## config.mk

```make
export PLATFORM = sky130hd
export DESIGN_NAME = irq_router
export DESIGN_NICKNAME = d
export VERILOG_FILES = /design/src/rtl/irq_router.sv
export SDC_FILE = /design/constraint.sdc
export NUM_CORES = 1
export LEC_CHECK = 0
export ABC_CLOCK_PERIOD_IN_PS = 2500
export BUFFER_PORTS_ARGS = -buffer_cell sky130_fd_sc_hd__buf_4
export CORE_MARGIN = 2
export CORE_UTILIZATION = 57
export CTS_BUF_LIST = sky130_fd_sc_hd__clkbuf_2 sky130_fd_sc_hd__clkbuf_4 sky130_fd_sc_hd__clkbuf_8
export DETAILED_ROUTE_END_ITERATION = 8
export PLACE_DENSITY = 0.78
export SLEW_MARGIN = 20
export SYNTH_ARGS = -nofsm -noshare
export SYNTH_HDL_FRONTEND = slang
export SYNTH_SLANG_ARGS = --single-unit
```

## constraint.sdc

```tcl
create_clock -name clk -period 2.5 [get_ports clk]
set_input_delay 0.25 -clock clk [delete_from_list [all_inputs] [get_ports clk]]
set_output_delay 0.25 -clock clk [all_outputs]
set_load 0.03 [all_outputs]
```

## src/rtl/irq_router.sv

```systemverilog
// ----------------------------------------------------------------------------
// irq_router
//   Routes tile interrupt requests (maskable channels and one NMI per slot)
//   onto CPU interrupt pins through a programmable route table. At most one
//   source is held active at a time. NMIs win over maskable sources, lowest
//   index wins within a class, and an active NMI is never preempted.
//
// Ports
//   clk            sole clock, all state updates on the rising edge
//   rst            synchronous active-high reset
//   cfg_clk        unused; the integrator ties it to clk
//   tile_int_req   level maskable requests, bit = slot*NUM_TILE_INT_CH+ch
//   tile_nmi_req   level NMI request per slot
//   irq_ack        CPU acknowledge strobe
//   cfg_wr_en      route-table write strobe
//   cfg_rd_en      route-table read strobe
//   cfg_addr       route-table address
//   cfg_wdata      write data, only [7] (enable) and [3:0] (pin) are kept
//   cpu_int        CPU maskable interrupt pins
//   cpu_nmi        CPU NMI pins
//   slot_ack       one-hot acknowledge to the slot owning the active INT
//   irq_int_active a maskable source is active
//   irq_int_slot   slot of the active maskable source, 0 when none
//   cfg_rdata      registered route-table read data
// ----------------------------------------------------------------------------
module irq_router #(
    parameter int NUM_SLOTS       = 3,
    parameter int NUM_CPU_INT     = 2,
    parameter int NUM_CPU_NMI     = 1,
    parameter int NUM_TILE_INT_CH = 2,
    parameter int CFG_ADDR_WIDTH  = 8,
    localparam int SLOT_IDX_WIDTH = (NUM_SLOTS <= 1) ? 1 : $clog2(NUM_SLOTS)
) (
    input  logic                                 clk,
    input  logic                                 rst,
    input  logic                                 cfg_clk,
    input  logic [NUM_SLOTS*NUM_TILE_INT_CH-1:0] tile_int_req,
    input  logic [NUM_SLOTS-1:0]                 tile_nmi_req,
    input  logic                                 irq_ack,
    input  logic                                 cfg_wr_en,
    input  logic                                 cfg_rd_en,
    input  logic [CFG_ADDR_WIDTH-1:0]            cfg_addr,
    input  logic [31:0]                          cfg_wdata,
    output logic [NUM_CPU_INT-1:0]               cpu_int,
    output logic [NUM_CPU_NMI-1:0]               cpu_nmi,
    output logic [NUM_SLOTS-1:0]                 slot_ack,
    output logic                                 irq_int_active,
    output logic [SLOT_IDX_WIDTH-1:0]            irq_int_slot,
    output logic [31:0]                          cfg_rdata
);

    localparam int NUM_INT   = NUM_SLOTS * NUM_TILE_INT_CH;
    localparam int NUM_ENT   = NUM_INT + NUM_SLOTS;   // INT entries, then NMI entries
    localparam int ENT_IDX_W = (NUM_ENT <= 1) ? 1 : $clog2(NUM_ENT);

    typedef enum logic [1:0] {
        SRC_NONE,
        SRC_NMI,
        SRC_INT
    } src_kind_e;

    // Route table: enable bit and CPU pin index per entry.
    logic [NUM_ENT-1:0]    en_q;
    logic [3:0]            pin_q [NUM_ENT];

    // Active register: class of the held source plus its route-table address.
    src_kind_e             kind_q, kind_d;
    logic [ENT_IDX_W-1:0]  idx_q,  idx_d;
    logic [31:0]           rdata_q;

    logic [NUM_ENT-1:0]    elig;
    logic                  nmi_any, int_any, held_ok;
    logic [ENT_IDX_W-1:0]  nmi_win, int_win;
    logic                  addr_ok;
    logic [ENT_IDX_W-1:0]  ent_addr;
    logic [3:0]            act_pin;
    logic [SLOT_IDX_WIDTH-1:0] act_slot;

    // Request bits are laid out in the same order as the table entries.
    assign elig     = {tile_nmi_req, tile_int_req} & en_q;
    assign addr_ok  = (cfg_addr < CFG_ADDR_WIDTH'(NUM_ENT));
    assign ent_addr = cfg_addr[ENT_IDX_W-1:0];

    // NOTE: every signal assigned in always_comb gets a default first, so no
    // path leaves it unassigned and no latch is inferred.
    always_comb begin
        nmi_any = 1'b0;
        nmi_win = '0;
        int_any = 1'b0;
        int_win = '0;
        // Scan downward so the lowest eligible index is the last one written.
        for (int s = NUM_SLOTS - 1; s >= 0; s--) begin
            if (elig[NUM_INT + s]) begin
                nmi_any = 1'b1;
                nmi_win = ENT_IDX_W'(NUM_INT + s);
            end
        end
        for (int i = NUM_INT - 1; i >= 0; i--) begin
            if (elig[i]) begin
                int_any = 1'b1;
                int_win = ENT_IDX_W'(i);
            end
        end

        held_ok = (kind_q != SRC_NONE) && elig[idx_q];
        kind_d  = kind_q;
        idx_d   = idx_q;
        if (!held_ok) begin
            if (nmi_any) begin
                kind_d = SRC_NMI;
                idx_d  = nmi_win;
            end else if (int_any) begin
                kind_d = SRC_INT;
                idx_d  = int_win;
            end else begin
                kind_d = SRC_NONE;
                idx_d  = '0;
            end
        end else if (kind_q == SRC_INT && nmi_any) begin
            // Only an NMI may preempt, and only a maskable source.
            kind_d = SRC_NMI;
            idx_d  = nmi_win;
        end
    end

    // NOTE: sequential state uses non-blocking assignments so every register
    // samples pre-edge values regardless of statement order.
    always_ff @(posedge clk) begin
        if (rst) begin
            en_q    <= '0;
            // NOTE: the route table is a handful of flops and must come out of
            // reset disabled, so it is cleared explicitly, unlike a RAM.
            for (int e = 0; e < NUM_ENT; e++) begin
                pin_q[e] <= '0;
            end
            kind_q  <= SRC_NONE;
            idx_q   <= '0;
            rdata_q <= '0;
        end else begin
            kind_q <= kind_d;
            idx_q  <= idx_d;
            if (cfg_rd_en && addr_ok) begin
                rdata_q <= {24'h0, en_q[ent_addr], 3'b000, pin_q[ent_addr]};
            end else begin
                rdata_q <= '0;
            end
            if (cfg_wr_en && addr_ok) begin
                en_q[ent_addr]  <= cfg_wdata[7];
                pin_q[ent_addr] <= cfg_wdata[3:0];
            end
        end
    end

    assign act_pin  = pin_q[idx_q];
    assign act_slot = SLOT_IDX_WIDTH'(idx_q / ENT_IDX_W'(NUM_TILE_INT_CH));

    // Pin outputs decode the held source's table entry; an out-of-range pin
    // index simply matches nothing while the source still stays held.
    always_comb begin
        cpu_int  = '0;
        cpu_nmi  = '0;
        slot_ack = '0;
        for (int k = 0; k < NUM_CPU_INT; k++) begin
            cpu_int[k] = (kind_q == SRC_INT) && (int'(act_pin) == k);
        end
        for (int k = 0; k < NUM_CPU_NMI; k++) begin
            cpu_nmi[k] = (kind_q == SRC_NMI) && (int'(act_pin) == k);
        end
        for (int s = 0; s < NUM_SLOTS; s++) begin
            slot_ack[s] = irq_ack && (kind_q == SRC_INT) &&
                          (act_slot == SLOT_IDX_WIDTH'(s));
        end
    end

    assign irq_int_active = (kind_q == SRC_INT);
    assign irq_int_slot   = (kind_q == SRC_INT) ? act_slot : '0;
    assign cfg_rdata      = rdata_q;

    // Inputs that carry no function in this block.
    logic unused_ok;
    assign unused_ok = &{1'b0, cfg_clk, cfg_wdata[31:8], cfg_wdata[6:4]};

endmodule

```

==> results of run 1 <==
-- cell families after synthesis --
kind of cell	Yosys count	share of synthesized area [%]
AND/OR/NAND/NOR	143	17.4
other	1	0.0795
buffers and inverters	55	7.61
multiplexers	34	15.2
flip-flops	88	50.9
AO/OA/AOI/OAI	57	8.80
-- routing by layer --
metal	vias to the layer above	share of wire, %	routed length [um]	track usage (%)
met3	18	8.8	920	6.38
met1	1594	40	4240	34.2
met4	0	1.6	172	9.18
met2	162	49	5140	38.8
li1	1493	-	-	-
met5	-	0	0	0
-- worst reg2reg max path: stages (launching register included) --
cell      delay [ns]
dfxtp_1         0.62
nand2b_4        0.11
o21ai_1         0.24
a21o_1          0.24
a211oi_4        0.12
or4_1           0.54
a21oi_1         0.19
-- state kept, by name, indices dropped and copies added, names as in the netlist, named ones only --
register / cells
kind_q: 2
idx_q: 4
pin_q: 64
cfg_rdata: 5
en_q: 9
-- report_power, final --
| part | total (mW) | leakage (nW) | internal (mW) | switching (mW) |
|---|---|---|---|---|
| combinational | 0.302 | 1.08 | 0.121 | 0.180 |
| sequential | 1.67 | 0.810 | 1.63 | 0.0371 |
| clock | 1.06 | 0.0995 | 0.568 | 0.495 |
| total | 3.04 | 1.99 | 2.32 | 0.712 |
-- final cells by class --
type	count	area, sq um	area share (%)
Clock inverter	6	83.8	1.56
Inverter	9	33.8	0.628
Multi-Input combinational cell	289	2190	40.7
Tap cell	105	131	2.44
Clock buffer	10	131	2.44
Sequential cell	88	2410	44.8
Timing Repair Buffer	51	402	7.47
-- placed cells by master, fill, tap and decap left out, types with 3 or more instances in the layout --
master,netlist,final
nor2_1,19,19
o21bai_1,5,5
edfxtp_1,64,64
buf_4,28,47
mux4_2,30,30
inv_1,9,9
nor3_2,2,3
buf_6,6,3
a21oi_1,14,14
and3_1,7,7
and2_1,40,40
clkbuf_8,0,9
a31oi_1,4,4
o21ai_0,9,9
nand3_1,3,3
nor3_1,19,18
nor3b_1,3,3
nand2b_1,7,7
mux2i_1,4,3
nor2b_1,5,5
a211oi_1,6,5
nand2_1,20,20
conb_1,1,55
dfxtp_1,24,23
-- how the worst max path moves through the flow --
stage	cells after the start	start	to
after floorplan	3	kind_q[1]$_SDFFE_PP0N_	slot_ack[2]
after global placement	7	flop	cpu_nmi
after detailed placement	7	flop	cpu_nmi
after CTS	7	flop	cpu_nmi
after global routing	9	flop	cpu_nmi
final	7	flop	cpu_nmi
-- repair_timing --
action	4_1_cts	5_1_grt
hold buffers	0	0
pin swaps	1	0
setup endpoints to repair	3	3
gates resized for setup	7	7
buffers inserted	3	0
==> summary.txt, run 1 <==
Floorplanning
  • Die Y: 95.0 um
  • DIE AREA: 9020 sq um
  • Core area: 8130 sq um
  • Die X: 95.0 um
  • Initial Util: 58.0%
  • Core Rows: 33
  • I/O Pins: 96

Synth
  • Ys Warns: 0
  • Most frequent cell after synthesis: edfxtp_1
  • Post-synth top area cell: edfxtp_1
  • Seq/Total Area, Yosys: 50.9%
  • Syn Inst Count: 378
  • Count of flip-flops with a built-in enable after synthesis: 64
  • Synth unique cells: 54
  • #FFs+latches synth: 88
  • Async S/R FF share, synth: 0%
  • Post-Syn Area: 4720 sq um
  • Yosys top cell area share: 40.7%
  • Post-synth top flop: edfxtp_1
  • Post-synth top cells: edfxtp_1 (64), and2_1 (40), mux4_2 (30)
  • Synth area leaders: edfxtp_1 (41%), mux4_2 (14%), dfxtp_1 (10%)
  • Mean post-synth cell area: 12.5 sq um

Setup path
  • CP cell instances: buf_8 -> mux4_2 -> a2111o_1 -> a31oi_1 -> buf_4 -> and4bb_1 -> buf_6
  • Critical Path End Type: output port
  • Critical path fanouts, max: 5
  • Reg2Reg Setup Slack: 0.37 ns
  • Cell family with most CP delay: multiplexers
  • WS Path Type: reg -> out
  • Slowest CP cell: mux4_2
  • Startpoint Class: flop
  • Worst EP arrival: 2.35 ns
  • R2r worst-path depth: 6
  • Bufs and invs on worst path: 3
  • Worst path max stage delay: 0.50 ns
  • Critical Path RT: 2.25 ns
  • Reg2Reg Launch Point: idx_q[1]$_SDFFE_PP0N_

Final layout
  • Share of cells above drive strength 1: 24.5%
  • Fin area: 5380 sq um
  • Final Net Count: 503
  • Filler Cell Count: 592
  • Diode count: 0
  • Post-layout util: 66.1%
  • Area Growth Syn to Fin: 13.9%
  • Non-filler cells, final: 558

Clocking
  • CTS Buf Count: 9
  • Clock Pin Slew Worst Setup and Hold Paths: 0.08 ns
  • Clock root buffer: clkbuf_8
  • Worst-Skew Late Latency: 0.36 ns
  • CTS tree: built
  • Longest Clk Path Bufs: 2
  • CTS HTree Levels: 3
  • Sink Count: 88

GRT
  • Largest net degree at the start of global routing: 31
  • Global-route wire length before repair: 16,300 um
  • GRT Util Overall: 24.9%
  • Initial antenna violation count: 0
  • Number of global-route vias before repair: 3,151
  • GRT overflow: 0

Routing
  • DR vias/cell: 5.85
  • Detailed Routing Iterations Pass 1: 5
  • DRC violations left: 0
  • Final ANT Viol Nets: 0
  • Vias: 3,267
  • DR iter-0 viols: 276
  • DRT Wirelength: 10,500 um
  • DR WL/cell: 18.8 um

Timing
  • RSZ-0062 raised after global routing: true
  • Relative slew margins: 48.2%
  • Setup_tns: -0.199 ns
  • Fin. Hold Viols: 0
  • Min Hold Slack: 0.148 ns
  • Fin crit share: 104%
  • Worst slew pin tran: 0.772 ns
  • Max Clock Freq: 0.384 GHz
  • Setup Skew: 0.0102 ns
  • Max Slew Vio Count: 0
  • Final min period: 2.60 ns
  • PnR worst setup slack: -0.104 ns
  • Setup violators final: 3

Hold path
  • Worst hold start: cfg_rd_en
  • Hold Path Class: in -> reg
  • Worst hold endpoint: cfg_rdata[2]$_SDFF_PP0_
  • Hold Crit Depth: 2

Pwr
  • Pwr Total: 3.04 mW
  • Max rail drop VDD: 0.418 mV
  • PwrDens: 565 nW/um^2
  • Leakage: 1.99 nW

Placed design
  • DP Worst Slack: 0.0541 ns
  • # port buffers: 40
  • Placed cells: 539
  • Placed instance area: 5090 sq um
  • GPL Wtd Cong: 0.897
  • Hpwl dp: 7650 um

Outcome
  • Status: finished, violations left
  • Failing checks: setup timing

Run
  • Max-Cap Viols: 0
No activity file was read; power rests on OpenSTA's default activity.
==> run 2: changes to the inputs <==
BUFFER_PORTS_ARGS = -buffer_cell sky130_fd_sc_hd__buf_2   (was -buffer_cell sky130_fd_sc_hd__buf_4)
CORE_MARGIN = unset   (was 2)
==> summary.txt, run 2 (synthesis gave the netlist of run 1 again) <==
Outcome
  • Status: finished, violations left
  • Failing checks: setup timing

Setup path
  • WS Path Type: reg -> out
  • Reg2Reg Launch Point: en_q[8]$_SDFFE_PP0P_
  • Reg2Reg Setup Slack: 0.42 ns
  • Critical Path RT: 2.25 ns
  • R2r worst-path depth: 6
  • Critical Path End Type: output port
  • Startpoint Class: flop
  • Critical path fanouts, max: 4
  • Worst EP arrival: 2.45 ns

GRT
  • Initial antenna violation count: 0
  • GRT Util Overall: 26.6%
  • Largest net degree at the start of global routing: 31
  • Number of global-route vias before repair: 3,240
  • GRT overflow: 0
  • Global-route wire length before repair: 16,900 um

Routing
  • DR WL/cell: 20.0 um
  • DR top layer: met4
  • Vias: 3,346
  • DRT Wirelength: 11,100 um
  • M1 WL: 4410 um
  • Final ANT Viol Nets: 0
  • Met3 wire len: 871 um
  • Detailed Routing Iterations Pass 1: 5
  • Met2 Wirelength: 5640 um
  • DR iter-0 viols: 331
  • DRC violations left: 0
  • DR vias/cell: 6.03

Clocking
  • Longest Clk Path Bufs: 2
  • Worst-Skew Late Latency: 0.35 ns
  • Clock Pin Slew Worst Setup and Hold Paths: 0.09 ns
  • Hold_buf cts: 0
  • Sink Count: 88
  • CTS tree: built
  • CTS Buf Count: 9
  • Clock root buffer: clkbuf_8
  • CTS HTree Levels: 3

Timing
  • Relative slew margins: 48.6%
  • PnR worst setup slack: -0.203 ns
  • RSZ-0062 raised after global routing: true
  • Setup Skew: 0.0131 ns
  • Max Clock Freq: 0.370 GHz
  • Worst slew pin tran: 0.765 ns
  • Fin crit share: 108%
  • Fin. Hold Viols: 0
  • Final min period: 2.70 ns
  • Setup violators final: 3
  • Max Slew Vio Count: 0

Final layout
  • Area Growth Syn to Fin: 14.6%
  • Commonest non-fill, non-tap cell in the layout: edfxtp_1
  • Diode count: 0
  • Filler Cell Count: 554
  • Largest Register: pin_q
  • Final Net Count: 503
  • Share of cells above drive strength 1: 26.5%
  • Fin area: 5410 sq um
  • Largest register FFs: 64
  • Most frequent cells in the layout: edfxtp_1 (64), conb_1 (55), and2_1 (40)
  • Non-filler cells, final: 555

Floorplanning
  • DIE AREA: 8650 sq um
  • Initial Util: 60.1%
  • Die X: 93.0 um
  • I/O Pins: 96
  • Core Rows: 32
  • Die Y: 93.0 um
  • Core area: 7850 sq um

Placed design
  • Hpwl dp: 7690 um
  • Placed instance area: 5040 sq um
  • # port buffers: 40
  • GPL Wtd Cong: 0.889
  • DP Worst Slack: 0.0181 ns
  • Placed cells: 539

Hold path
  • Hold Crit Depth: 2
  • Worst hold start: cfg_rd_en
  • Worst hold endpoint: cfg_rdata[2]$_SDFF_PP0_
  • Hold Path Class: in -> reg

Pwr
  • Max rail drop VDD: 0.334 mV
  • Leakage: 2.00 nW
  • PwrDens: 565 nW/um^2

Run
  • Max-Cap Viols: 0
## run 2: cell count changes in the layout (fill, tap and decap cells not counted), sizes merged
cell	change
clkinv	+2
clkinvlp	-2
## run 2: critical path: stages (launching register included)
cell and delay, ns:
dfxtp_4 0.39, buf_12 0.12, mux4_2 0.54, a2111oi_4 0.29
nor3_1 0.10, a31oi_2 0.19, buf_4 0.15, and4bb_1 0.20
buf_6 0.13
## run 2: metrics by stage
step           setup TNS (ns)  utilization (%)  hold WS [ns]  total power, mW
4_1_cts                -0.246             68.0         0.174             3.04
5_1_grt                -0.869             68.9         0.189             3.15
2_1_floorplan               0                -         0.349             1.93
3_5_place_dp                0             64.3         0.489             1.99
3_3_place_gp                0             64.3         0.491             1.98
6_report               -0.541             68.9         0.180             3.06
## run 2: worst max path at each step
| stage | startpoint | endpoint | cells after the start |
|---|---|---|---|
| 4_1_cts | flop | cpu_nmi | 7 |
| 2_1_floorplan | kind_q[1]$_SDFFE_PP0N_ | slot_ack[2] | 3 |
| 6_report | flop | cpu_nmi | 8 |
| 5_1_grt | flop | cpu_nmi | 8 |
| 3_5_place_dp | flop | cpu_nmi | 7 |
| 3_3_place_gp | flop | cpu_nmi | 8 |
## run 2: report_power, final
| part | leakage, nW | switching (mW) | internal (mW) | total [mW] |
|---|---|---|---|---|
| clock | 0.105 | 0.496 | 0.570 | 1.07 |
| combinational | 1.09 | 0.192 | 0.120 | 0.311 |
| sequential | 0.810 | 0.0450 | 1.63 | 1.68 |
| total | 2.00 | 0.733 | 2.32 | 3.06 |
## run 2: layout make-up
type | instances | area, sq um | area share, %
clock buffer | 10 | 131 | 2.43
tap | 102 | 128 | 2.36
clock inverter | 6 | 83.8 | 1.55
timing repair buffer | 51 | 355 | 6.57
inverter | 9 | 33.8 | 0.624
sequential | 88 | 2410 | 44.5
multi-input combinational | 289 | 2270 | 42.0
## run 2: timing repair
action                     CTS  global route
buffers inserted             0             0
resized for setup           21            13
pin swaps                    3             3
setup endpoints to repair    3             3
hold endpoints to repair     0             0
## run 2: routing by layer
metal	track usage (%)	vias up
met5	0	-
met4	9.23	0
met3	5.28	18
met1	35.1	1645
met2	44.1	197
li1	-	1486
==> run 3: changes to the inputs <==
ABC_CLOCK_PERIOD_IN_PS = 2550   (was 2500)
clock period = 2.55 ns   (was 2.5 ns; I/O delays follow)
==> summary.txt, run 3 (synthesis gave the netlist of run 1 again) <==
Setup path
  • CP cell instances: mux4_2 -> a2111o_1 -> a31oi_2 -> buf_4 -> and4bb_1 -> buf_6
  • WS Path Type: reg -> out
  • Critical path fanouts, max: 6
  • Bufs and invs on worst path: 2
  • Worst EP arrival: 2.39 ns
  • Startpoint Class: flop
  • R2r worst-path depth: 6
  • Cell family with most CP delay: compound AO/OA/AOI/OAI gates
  • CP Capture Point: cpu_nmi
  • Reg2Reg Launch Point: idx_q[1]$_SDFFE_PP0N_
  • Slowest CP cell: mux4_2
  • Reg2Reg Setup Slack: 0.36 ns
  • Critical Path RT: 2.30 ns
  • Worst path max stage delay: 0.56 ns
  • Critical Path Stages: 6
  • Critical Path End Type: output port

Routing
  • Vias: 3,288
  • Detailed Routing Iterations Pass 1: 6
  • Final ANT Viol Nets: 0
  • DR vias/cell: 5.95
  • DRT Wirelength: 10,500 um
  • DRC violations left: 0
  • DR WL/cell: 18.9 um
  • DR iter-0 viols: 284

Timing
  • Fin crit share: 104%
  • Setup violators final: 3
  • Fin. Hold Viols: 0
  • PnR worst setup slack: -0.0965 ns
  • Setup_tns: -0.219 ns
  • Setup Skew: 0.00992 ns
  • Final min period: 2.65 ns
  • RSZ-0062 raised after global routing: true
  • Max Slew Vio Count: 0
  • Relative slew margins: 54.0%
  • Max Clock Freq: 0.378 GHz
  • Worst slew pin tran: 0.683 ns

Hold path
  • Hold Path Class: in -> reg
  • Worst hold start: cfg_rd_en

Outcome
  • Status: finished, violations left
  • Failing checks: setup timing

Pwr
  • Clk pwr share: 39.3%
  • Leakage: 1.99 nW
  • NetSw: 704 uW
  • PwrDens: 597 nW/um^2
  • Pwr Total: 3.17 mW
  • Gate power share: 9.1%
  • Internal: 2.47 mW
  • Max rail drop VDD: 0.370 mV
  • Sw Ratio: 22.2%
  • Sequential power share: 51.6%

GRT
  • GRT Util Overall: 25.7%
  • GRT overflow: 0
  • Largest net degree at the start of global routing: 31
  • Number of global-route vias before repair: 3,102
  • Initial antenna violation count: 0
  • Global-route wire length before repair: 16,400 um

Clocking
  • Sink Count: 88
  • Hold_buf cts: 0
  • CTS Buf Count: 9
  • Clock Pin Slew Worst Setup and Hold Paths: 0.09 ns
  • Clock root buffer: clkbuf_8
  • CTS HTree Levels: 3
  • Worst-Skew Late Latency: 0.36 ns
  • Longest Clk Path Bufs: 2
  • CTS tree: built

Floorplanning
  • Initial Util: 60.1%
  • Die Y: 93.0 um
  • Core Rows: 32
  • DIE AREA: 8650 sq um
  • Die X: 93.0 um
  • Core area: 7850 sq um
  • I/O Pins: 96

Final layout
  • Largest Register: pin_q
  • Filler Cell Count: 597
  • Commonest non-fill, non-tap cell in the layout: edfxtp_1
  • Largest register FFs: 64
  • Fin area: 5320 sq um
  • Multi-input logic area: 2180 sq um
  • Most frequent cells in the layout: edfxtp_1 (64), conb_1 (55), and2_1 (40)
  • Area Growth Syn to Fin: 12.7%
  • Share of cells above drive strength 1: 23.9%
  • Final Net Count: 501
  • FF+latch area: 2410 sq um
  • Diode count: 0
  • Post-layout util: 67.8%

Placed design
  • Placed instance area: 5000 sq um
  • Hpwl dp: 7590 um
  • DP Worst Slack: -0.0284 ns
  • GPL Wtd Cong: 0.900
  • # port buffers: 40

Run
  • Max-Cap Viols: 0
## run 3: changes by cell type in the layout (fill, tap and decap cells not counted), sizes merged
| cell | change |
|---|---|
| bufinv | +2 |
| buf | -2 |
| clkinv | -2 |
## run 3: metrics by stage
stage	hold slack [ns]	instances
floorplan	0.354	432
global placement	0.484	537
detailed placement	0.485	537
CTS	0.158	553
global route	0.182	553
finish	0.165	553
## run 3: worst min path at each step
stage / slack, ns / to / cells after the start
finish: 0.17 / cfg_rdata[1]$_SDFF_PP0_ / 2
global route: 0.18 / cfg_rdata[7]$_SDFF_PP0_ / 2
CTS: 0.16 / cfg_rdata[1]$_SDFF_PP0_ / 2
detailed placement: 0.49 / en_q[2]$_SDFFE_PP0P_ / 2
global placement: 0.48 / en_q[3]$_SDFFE_PP0P_ / 2
floorplan: 0.35 / pin_q[10][0]$_DFFE_PP_ / 0
## run 3: area by class of cell
cell class | count | share of cell area (%)
clock inverter | 6 | 2.47
tap | 102 | 2.40
inverter | 9 | 0.635
timing repair buffer | 49 | 5.76
sequential | 88 | 45.3
clock buffer | 10 | 2.47
multi-input combinational | 289 | 41.0
## run 3: power by group through the flow
| stage | Sequential, mW | Clock, mW | Combinational (mW) |
|---|---|---|---|
| final | 1.64 | 1.25 | 0.288 |
| after global routing | 1.64 | 1.31 | 0.304 |
| after CTS | 1.64 | 1.25 | 0.282 |
| after detailed placement | 1.67 | 0 | 0.279 |
| after global placement | 1.66 | 0 | 0.276 |
| after floorplan | 1.65 | 0 | 0.237 |
## run 3: timing repair
item,in CTS,in global routing
pin swaps,1,0
buffers inserted,0,0
resized for setup,14,2
hold endpoints to repair,0,0
setup endpoints to repair,3,3
cloned,0,0
## run 3: per-layer routing
metal / GRT usage, % / routed length, um
met5: 0 / 0
met4: 8.72 / 163
met3: 4.80 / 839
met1: 35.6 / 4280
met2: 41.2 / 5200
